`config.mk`:
```
export PLATFORM = sky130hd
export DESIGN_NAME = missile_ctrl
export DESIGN_NICKNAME = d
export VERILOG_FILES = /design/src/rtl/game_pkg.sv /design/src/rtl/tick_div.sv /design/src/rtl/missile_ctrl.sv
export SDC_FILE = /design/constraint.sdc
export NUM_CORES = 1
export LEC_CHECK = 0
export CAP_MARGIN = 20
export CORE_ASPECT_RATIO = 1.25
export CORE_MARGIN = 4
export CORE_UTILIZATION = 47
export CTS_CLUSTER_SIZE = 8
export DETAILED_ROUTE_END_ITERATION = 7
export PLACE_DENSITY = 0.93
export SYNTH_ARGS = -nofsm -noshare
export SYNTH_HDL_FRONTEND = slang
export SYNTH_SLANG_ARGS = --single-unit
```
`constraint.sdc`:
```
create_clock -name clk -period 9.2 [get_ports clk]
set_input_delay 1.38 -clock clk [delete_from_list [all_inputs] [get_ports clk]]
set_output_delay 1.38 -clock clk [all_outputs]
set_load 0.1 [all_outputs]
```
`src/rtl/game_pkg.sv`:
```
// ---------------------------------------------------------------------------
// game_pkg
// Shared game constants and types. The alien grid and the player's missile
// controller both take their geometry from here, so the two always agree on
// grid size and playfield height.
//   COLS, ROWS : alien grid dimensions (row 0 is the top row)
//   FIELD_H    : playfield height in cells (y = 0 is the top cell)
//   missile_state_t : missile controller state encoding
// ---------------------------------------------------------------------------
package game_pkg;

   localparam int COLS    = 8;
   localparam int ROWS    = 4;
   localparam int FIELD_H = 16;

   typedef enum logic [1:0] {
      IDLE = 2'd0,
      FLY  = 2'd1,
      HIT  = 2'd2
   } missile_state_t;

endpackage

```
`src/rtl/tick_div.sv`:
```
// ---------------------------------------------------------------------------
// tick_div
// Counts game-rate ticks and flags the STEP_DIV-th one, at which point the
// count restarts. clr holds the count at zero (used whenever no missile is
// in flight, so every flight starts from a fresh count).
//   clk  : clock
//   rst  : synchronous active-high reset
//   clr  : synchronous clear, also masks step
//   tick : one-cycle game-rate strobe
//   step : high in the cycle of the STEP_DIV-th tick
// ---------------------------------------------------------------------------
module tick_div #(
   parameter int STEP_DIV = 4
) (
   input  logic clk,
   input  logic rst,
   input  logic clr,
   input  logic tick,
   output logic step
);

   localparam int CNT_W = (STEP_DIV > 1) ? $clog2(STEP_DIV) : 1;
   localparam logic [CNT_W-1:0] LAST = CNT_W'(STEP_DIV - 1);

   logic [CNT_W-1:0] cnt;

   assign step = tick && !clr && (cnt == LAST);

   // NOTE: sequential state uses non-blocking assignments so every register
   // samples the pre-edge values, independent of statement order.
   always_ff @(posedge clk) begin
      if (rst)
         cnt <= '0;
      else if (clr || step)
         cnt <= '0;
      else if (tick)
         cnt <= cnt + 1'b1;
   end

endmodule

```
`src/rtl/missile_ctrl.sv`:
```
// ---------------------------------------------------------------------------
// missile_ctrl
// Player missile: launched on a fire-button rising edge, climbs one cell
// every STEP_DIV ticks, kills the first live alien it overlaps (one-cycle
// one-hot hit pulse) or reports a miss when it leaves the top of the field.
//   clk        : clock
//   rst        : synchronous active-high reset
//   tick       : game-rate strobe
//   fire_btn   : fire button level
//   player_col : player column, latched at launch
//   grid_top   : y of alien row 0
//   alive_vec  : alive flags, index = row*COLS + col
//   hit        : one-hot kill pulse (registered)
//   miss       : missile left the field (registered pulse)
//   active     : missile in flight
//   m_col/m_y  : missile position
// ---------------------------------------------------------------------------
module missile_ctrl #(
   parameter int COLS     = game_pkg::COLS,
   parameter int ROWS     = game_pkg::ROWS,
   parameter int FIELD_H  = game_pkg::FIELD_H,
   parameter int STEP_DIV = 4,
   localparam int COL_W   = $clog2(COLS),
   localparam int Y_W     = $clog2(FIELD_H),
   localparam int N       = ROWS * COLS
) (
   input  logic             clk,
   input  logic             rst,
   input  logic             tick,
   input  logic             fire_btn,
   input  logic [COL_W-1:0] player_col,
   input  logic [Y_W-1:0]   grid_top,
   input  logic [N-1:0]     alive_vec,
   output logic [N-1:0]     hit,
   output logic             miss,
   output logic             active,
   output logic [COL_W-1:0] m_col,
   output logic [Y_W-1:0]   m_y
);

   import game_pkg::*;

   missile_state_t   state_q, state_d;
   logic             fire_q;
   logic             armed_q;     // a released button has been seen since reset
   logic             step;
   logic             launch;
   logic             in_range;
   logic             collide;
   logic [N-1:0]     target;
   logic [Y_W:0]     y_ext, top_ext, bot_ext, row_off;

   logic [N-1:0]     hit_d;
   logic             miss_d, active_d;
   logic [COL_W-1:0] m_col_d;
   logic [Y_W-1:0]   m_y_d;

   tick_div #(.STEP_DIV(STEP_DIV)) u_tick_div (
      .clk  (clk),
      .rst  (rst),
      .clr  (state_q != FLY),
      .tick (tick),
      .step (step)
   );

   // A button held through reset must be released before it can fire, so a
   // rise only counts once armed_q has seen the button low.
   assign launch = (state_q == IDLE) && fire_btn && !fire_q && armed_q;

   // One extra bit keeps grid_top+ROWS-1 from wrapping back into the field.
   assign y_ext    = {1'b0, m_y};
   assign top_ext  = {1'b0, grid_top};
   assign bot_ext  = top_ext + (Y_W+1)'(ROWS - 1);
   assign row_off  = y_ext - top_ext;
   assign in_range = (y_ext >= top_ext) && (y_ext <= bot_ext);

   // One-hot selection of the alien cell under the missile.
   // NOTE: every variable written in always_comb is given a default first,
   // so no path leaves it unassigned and no latch is inferred.
   always_comb begin
      target = '0;
      for (int r = 0; r < ROWS; r++) begin
         for (int c = 0; c < COLS; c++) begin
            if (in_range && row_off == (Y_W+1)'(r) && m_col == COL_W'(c))
               target[r*COLS + c] = 1'b1;
         end
      end
   end

   // Dead aliens are transparent: only a live one under the missile counts.
   assign collide = |(target & alive_vec);

   always_comb begin
      state_d  = state_q;
      m_col_d  = m_col;
      m_y_d    = m_y;
      hit_d    = '0;
      miss_d   = 1'b0;
      active_d = 1'b0;
      unique case (state_q)
         IDLE: begin
            if (launch) begin
               state_d  = FLY;
               m_col_d  = player_col;
               m_y_d    = Y_W'(FIELD_H - 1);
               active_d = 1'b1;
            end
         end
         FLY: begin
            active_d = 1'b1;
            // Collision wins over a step that lands in the same cycle.
            if (collide) begin
               state_d  = HIT;
               hit_d    = target;
               active_d = 1'b0;
            end else if (step) begin
               if (m_y == '0) begin
                  state_d  = IDLE;
                  miss_d   = 1'b1;
                  active_d = 1'b0;
               end else begin
                  m_y_d = m_y - 1'b1;
               end
            end
         end
         HIT: state_d = IDLE;
         default: state_d = IDLE;
      endcase
   end

   always_ff @(posedge clk) begin
      if (rst) begin
         state_q <= IDLE;
         fire_q  <= 1'b0;
         armed_q <= 1'b0;
         hit     <= '0;
         miss    <= 1'b0;
         active  <= 1'b0;
         m_col   <= '0;
         m_y     <= '0;
      end else begin
         state_q <= state_d;
         fire_q  <= fire_btn;
         armed_q <= armed_q | ~fire_btn;
         hit     <= hit_d;
         miss    <= miss_d;
         active  <= active_d;
         m_col   <= m_col_d;
         m_y     <= m_y_d;
      end
   end

endmodule

```
### After elaboration in Yosys (flattened, before gate mapping)

Cells that the tools add are included.

* bits of input ports: 43
* flip-flop bits (word level): 47
* logic and storage cells: 145
* output and inout port bits: 41

* mux-type cells: 48
* add/sub/neg operators: 4
* reductions and logical operators: 57
* bitwise operators: 6
* equality and inequality tests: 19
* order comparisons: 2

Operators by type and width (count)
* $logic_and 1x1->1: 42
* $mux 1: 37
* $reduce_or 35->1: 1
* $and 32x32->32: 1
* $reduce_or 32->1: 1
* $mux 4: 4
* $eq 3x3->1 const B: 4
* $eq 5x2->1 const B: 2
* $mux 2: 4
* $pmux 4 s2: 1
* $eq 3x2->1 const B: 2
* $ne 2x2->1 const B: 3
* $add 4x2->5 const B: 1
* $eq 5x1->1 const B: 1
* $le 4x5->1: 1
* $logic_not 5->1: 1
* $reduce_and 5->1: 1
* $sub 4x4->5: 1
* $ge 4x4->1: 1
* $logic_not 4->1: 1
* $ne 2x1->1 const B: 2
* $not 1->1: 4
* $pmux 2 s2: 1
* $sub 4x1->4 const B: 1
* 17 further kinds: 18

### Depth between registers and ports, before layout

* depth after elaboration: 10
* gate-level depth with buffers: 12
* mapped depth without buffers: 11

### By module

A second synthesis with hierarchy kept.

* cell total of the unflattened synthesis: 253
* area, all modules: 2332.2 um^2

By module, submodules not included
* missile_ctrl: cells each 242, seq. area each 900.9 um^2, instances 1, area each 2223.4 um^2
* tick_div: cells each 11, seq. area each 40.0 um^2, instances 1, area each 108.9 um^2

### Worst setup path after synthesis

Ideal clock, no wire load.

* kind: input to register
* start: input grid_top[0]
* end: register m_y[2]
* data required time: 9.081 ns
* stages on the path: 10
* arrival time: 3.782 ns
* slack: 5.299 ns
* path buffers: 0
* path through: ha_1 -> inv_1 -> fa_1 -> nand2b_1 -> a211o_1 -> nand2_1 -> or4_4 -> a311oi_4 -> o21ai_0 -> o221a_2

* word-level cells in the longest chain between the ends: 10

RTL lines
* start: declaration: line missile_ctrl.sv:32 `input logic [Y_W-1:0] grid_top,`
* $add 4x2->5: line missile_ctrl.sv:73 `assign bot_ext = top_ext + (Y_W+1)'(ROWS - 1);`
* $le 4x5->1: line missile_ctrl.sv:75 `assign in_range = (y_ext >= top_ext) && (y_ext <= bot_ext);`
* $logic_and 1x1->1: line missile_ctrl.sv:75
* $logic_and 1x1->1 (2 in a row): line missile_ctrl.sv:84 `if (in_range && row_off == (Y_W+1)'(r) && m_col == COL_W'(c))`
* $mux 1: line missile_ctrl.sv:84
* $and 32x32->32 *: line missile_ctrl.sv:91 `assign collide = |(target & alive_vec);`
* $reduce_or 32->1 *: line missile_ctrl.sv:91
* $ne 2x2->1 (no line) *
* $reduce_and 5->1 (no line) *
* end signal: assignment: line missile_ctrl.sv:149 `m_y <= m_y_d;`
* end: declaration: line missile_ctrl.sv:38 `output logic [Y_W-1:0] m_y`

Mark *: on every way between the ends. The rest lies on a longest branch, timed or not.
A chain may end at the register's enable or synchronous reset.

### Worst setup path in the final report

* start: input grid_top[0]
* end: register hit[8]

* word-level cells in the longest chain between the ends: 10

RTL lines
* $add 4x2->5: line missile_ctrl.sv:73
* $le 4x5->1: line missile_ctrl.sv:75
* $logic_and 1x1->1: line missile_ctrl.sv:75
* $logic_and 1x1->1 (2 in a row): line missile_ctrl.sv:84
* $mux 1: line missile_ctrl.sv:84
* $and 32x32->32: line missile_ctrl.sv:91
* $reduce_or 32->1: line missile_ctrl.sv:91
* $not 1->1 (no line)
* $reduce_or 3->1 (no line)
* end signal: assignment: line missile_ctrl.sv:145 `hit <= hit_d;`
* end: declaration: line missile_ctrl.sv:34 `output logic [N-1:0] hit,`

Parallel ways exist; a longest one is shown, timed or not.

==> impl_metrics.tcl <==
set metrics [dict create \
    cp.required_ns 9.41 \
    postRouteAntennaNets 0 \
    multiInputGateArea_um2 1130 \
    post-dp-hpwl_um 4560 \
    utilization 0.707 \
    tightest_slew_ns 1.01 \
    ys_seq_area_frac 0.431 \
    cpMaxStageDelayCell "fa_1" \
    hold_depth 2 \
    dieWidth_um 69.0 \
    die_y_um 84.2 \
    syn_area_um2 2180 \
    ys_ff_latch 47 \
    clock_latency_ns 0.30 \
    ios 84 \
    power.total_uw 460 \
    start_util 0.490 \
    reg2reg_depth 11 \
    area.growth.synth_to_final_pct 44.4 \
    first_pass_iters 5 \
    drc 0 \
    grt_antenna_before_repair 0 \
    crit_type "in -> reg" \
    grt_use_total 0.218 \
    synth_flop_cell "dfxtp_1" \
    grt-ovfl-total 0 \
    fin_nets 371 \
    diodes 0 \
    io_buffers 83 \
    finalSetupViolations 0 \
    grt_max_degree 26 \
    fmax_ghz 0.211 \
    die_area_um2 5810 \
    htreeDepth 2 \
    clockRootBuffer "clkbuf_8" \
    async_flop_share 0 \
    p_clk_frac 0.338 \
    hp-class "reg -> reg" \
    grt_pass1_vias 1973 \
    wl_per_cell_um 16.1 \
    initialDrtViolationCount 157 \
    synth.top_cell.area_share 0.431 \
    critical-path-max-stage-delay_ns 0.84 \
    finalHoldViolations 0 \
    clock_sinks 47 \
    clockBufferDepth 2 \
    p_seq_frac 0.457 \
    pwr_density_cell_nw_per_um2 146 \
    worst-r2r-setup-slack_ns 5.58 \
    ir_drop_uv 97.6 \
    path_clk_slew_ns 0.09 \
    cap_violations 0 \
    postSynthAreaPerCell_um2 9.30 \
    grt_pass1_wl_um 9320 \
    fin_crit_ns 4.75 \
    synth_cells 235 \
    path_max_fanout 17 \
    tns_ns 0 \
    max_slew_margin 0.326 \
    ctsHoldBuffers 0 \
    status "completed" \
    worstSetupEndpointType "register" \
    cts_tree "done" \
    synth_nets 290 \
    rsz0062_at_grt "false" \
    core_um2 4460 \
    cts_resized 0 \
    cts_setup_buffers 0 \
    cp_cell_sequence "clkdlybuf4s50_1 > ha_1 > inv_1 > fa_1 > nand2b_1 > a211o_1 > nand2_1 > or4_4 > a311oi_4 > nand2_4 > nor3_1" \
    dr_total_vias 2087 \
    pwr-share-comb 0.205 \
    timing.final.crit_share 0.516 \
    fin_skew_ns 0.00976 \
    p_sw_uw 125 \
    postRouteWirelength_um 6030 \
    fill_cells 353 \
    synth_cell_types 57 \
    seq_area_um2 941 \
    cts_made_buffers 5 \
    yosysTopAreaCell "dfxtp_1" \
    place.gp.congestion 0.929 \
    start_kind "input pin" \
    sw_frac_of_total 0.272 \
    synth.most_common_cell "dfxtp_1" \
    drive_gt1_frac 0.0789 \
    synth_edf_count 0 \
    viasPerCell 5.57 \
    synth_area_leaders "dfxtp_1 43%, ha_1 6.3%, nor3_1 4.8%" \
    rows 27 \
    ys_warn_count 0 \
    internal_power_uw 335 \
    synth_common_cells "47 x dfxtp_1, 26 x nor2_1, 21 x nor3_1" \
    leakagePower_uw 0.00116 \
    drv_slew 0 \
    worstPathArrival_ns 4.95 \
]
-- worst paths after layout --
path / startpoint / end
hold reg to reg: armed_q / armed_q
hold / removal: armed_q / armed_q
setup reg to reg: m_y[0] / hit[8]
setup / recovery: grid_top[0] / hit[8]
-- cell type report --
type,count,area share
Timing Repair Buffer,84,0.266
Clock buffer,6,0.0262
Sequential cell,47,0.298
Multi-Input combinational cell,163,0.358
Tap cell,58,0.0230
Inverter,15,0.0179
Clock inverter,2,0.0111
-- power by group through the flow --
stage / Clock [uW] / Sequential, uW / Combinational, uW
global placement: 0 / 215 / 90.2
finish: 155 / 210 / 94.4
global route: 167 / 211 / 101
CTS: 157 / 210 / 93.4
floorplan: 0 / 226 / 48.7
detailed placement: 0 / 215 / 92.4
-- logic make-up (layout without fill, tap and decap cells) --
| logic type | count (synthesis) | count (layout) | synth area share |
|---|---|---|---|
| compound gates | 47 | 47 | 0.168 |
| xor+xnor | 2 | 2 | 0.00802 |
| fa+ha+maj | 12 | 12 | 0.0722 |
| buf+inv | 25 | 107 | 0.0527 |
| flops | 47 | 47 | 0.431 |
| mux | 6 | 6 | 0.0338 |
| simple gates | 96 | 96 | 0.235 |
-- worst max-delay path, delay by kind of cell --
kind | cells | cell delay [ns]
AOI/OAI and AO/OA | 2 | 0.65
adders and majority gates | 2 | 1.00
and+or+nand+nor | 5 | 1.33
buffers and inverters | 2 | 0.58
-- sequential cells by signal, indices dropped and copies added (netlist names) --
register        cells
m_y                 4
fire_q              1
m_col               3
u_tick_div.cnt      2
state_q             2
armed_q             1
hit                32
miss                1
active              1
-- layout by cell type, fill, tap and decap left out, types with 3 or more instances in the layout --
cell type	instances
a211oi_1	3
a21oi_1	7
a22oi_1	8
clkbuf_8	6
clkdlybuf4s50_1	83
dfxtp_1	47
ha_1	11
inv_1	15
mux2i_1	4
nand2_1	12
nand2b_1	4
nand3_1	4
nand3b_1	4
nor2_1	26
nor2b_1	4
nor3_1	21
nor4_1	4
o21ai_0	6
-- metrics by stage --
stage | worst slack (ns) | std cells | cell area (um^2) | hold slack, ns
3_5_place_dp | 4.25 | 367 | 3040 | 0.461
6_report | 4.45 | 375 | 3150 | 0.473
3_3_place_gp | 4.36 | 367 | 3040 | 0.450
4_1_cts | 4.51 | 375 | 3150 | 0.473
2_1_floorplan | 5.30 | 235 | 2180 | 0.437
5_1_grt | 4.30 | 375 | 3150 | 0.520
-- per-layer routing --
layer | part of all wire | GRT usage | vias up
met3 | 0.092 | 0.0629 | 13
met5 | 0 | 0 | -
met1 | 0.37 | 0.235 | 950
met4 | 0.029 | 0.117 | 0
li1 | - | - | 1008
met2 | 0.50 | 0.371 | 116
Note: power is estimated with default switching activity, not from simulation.
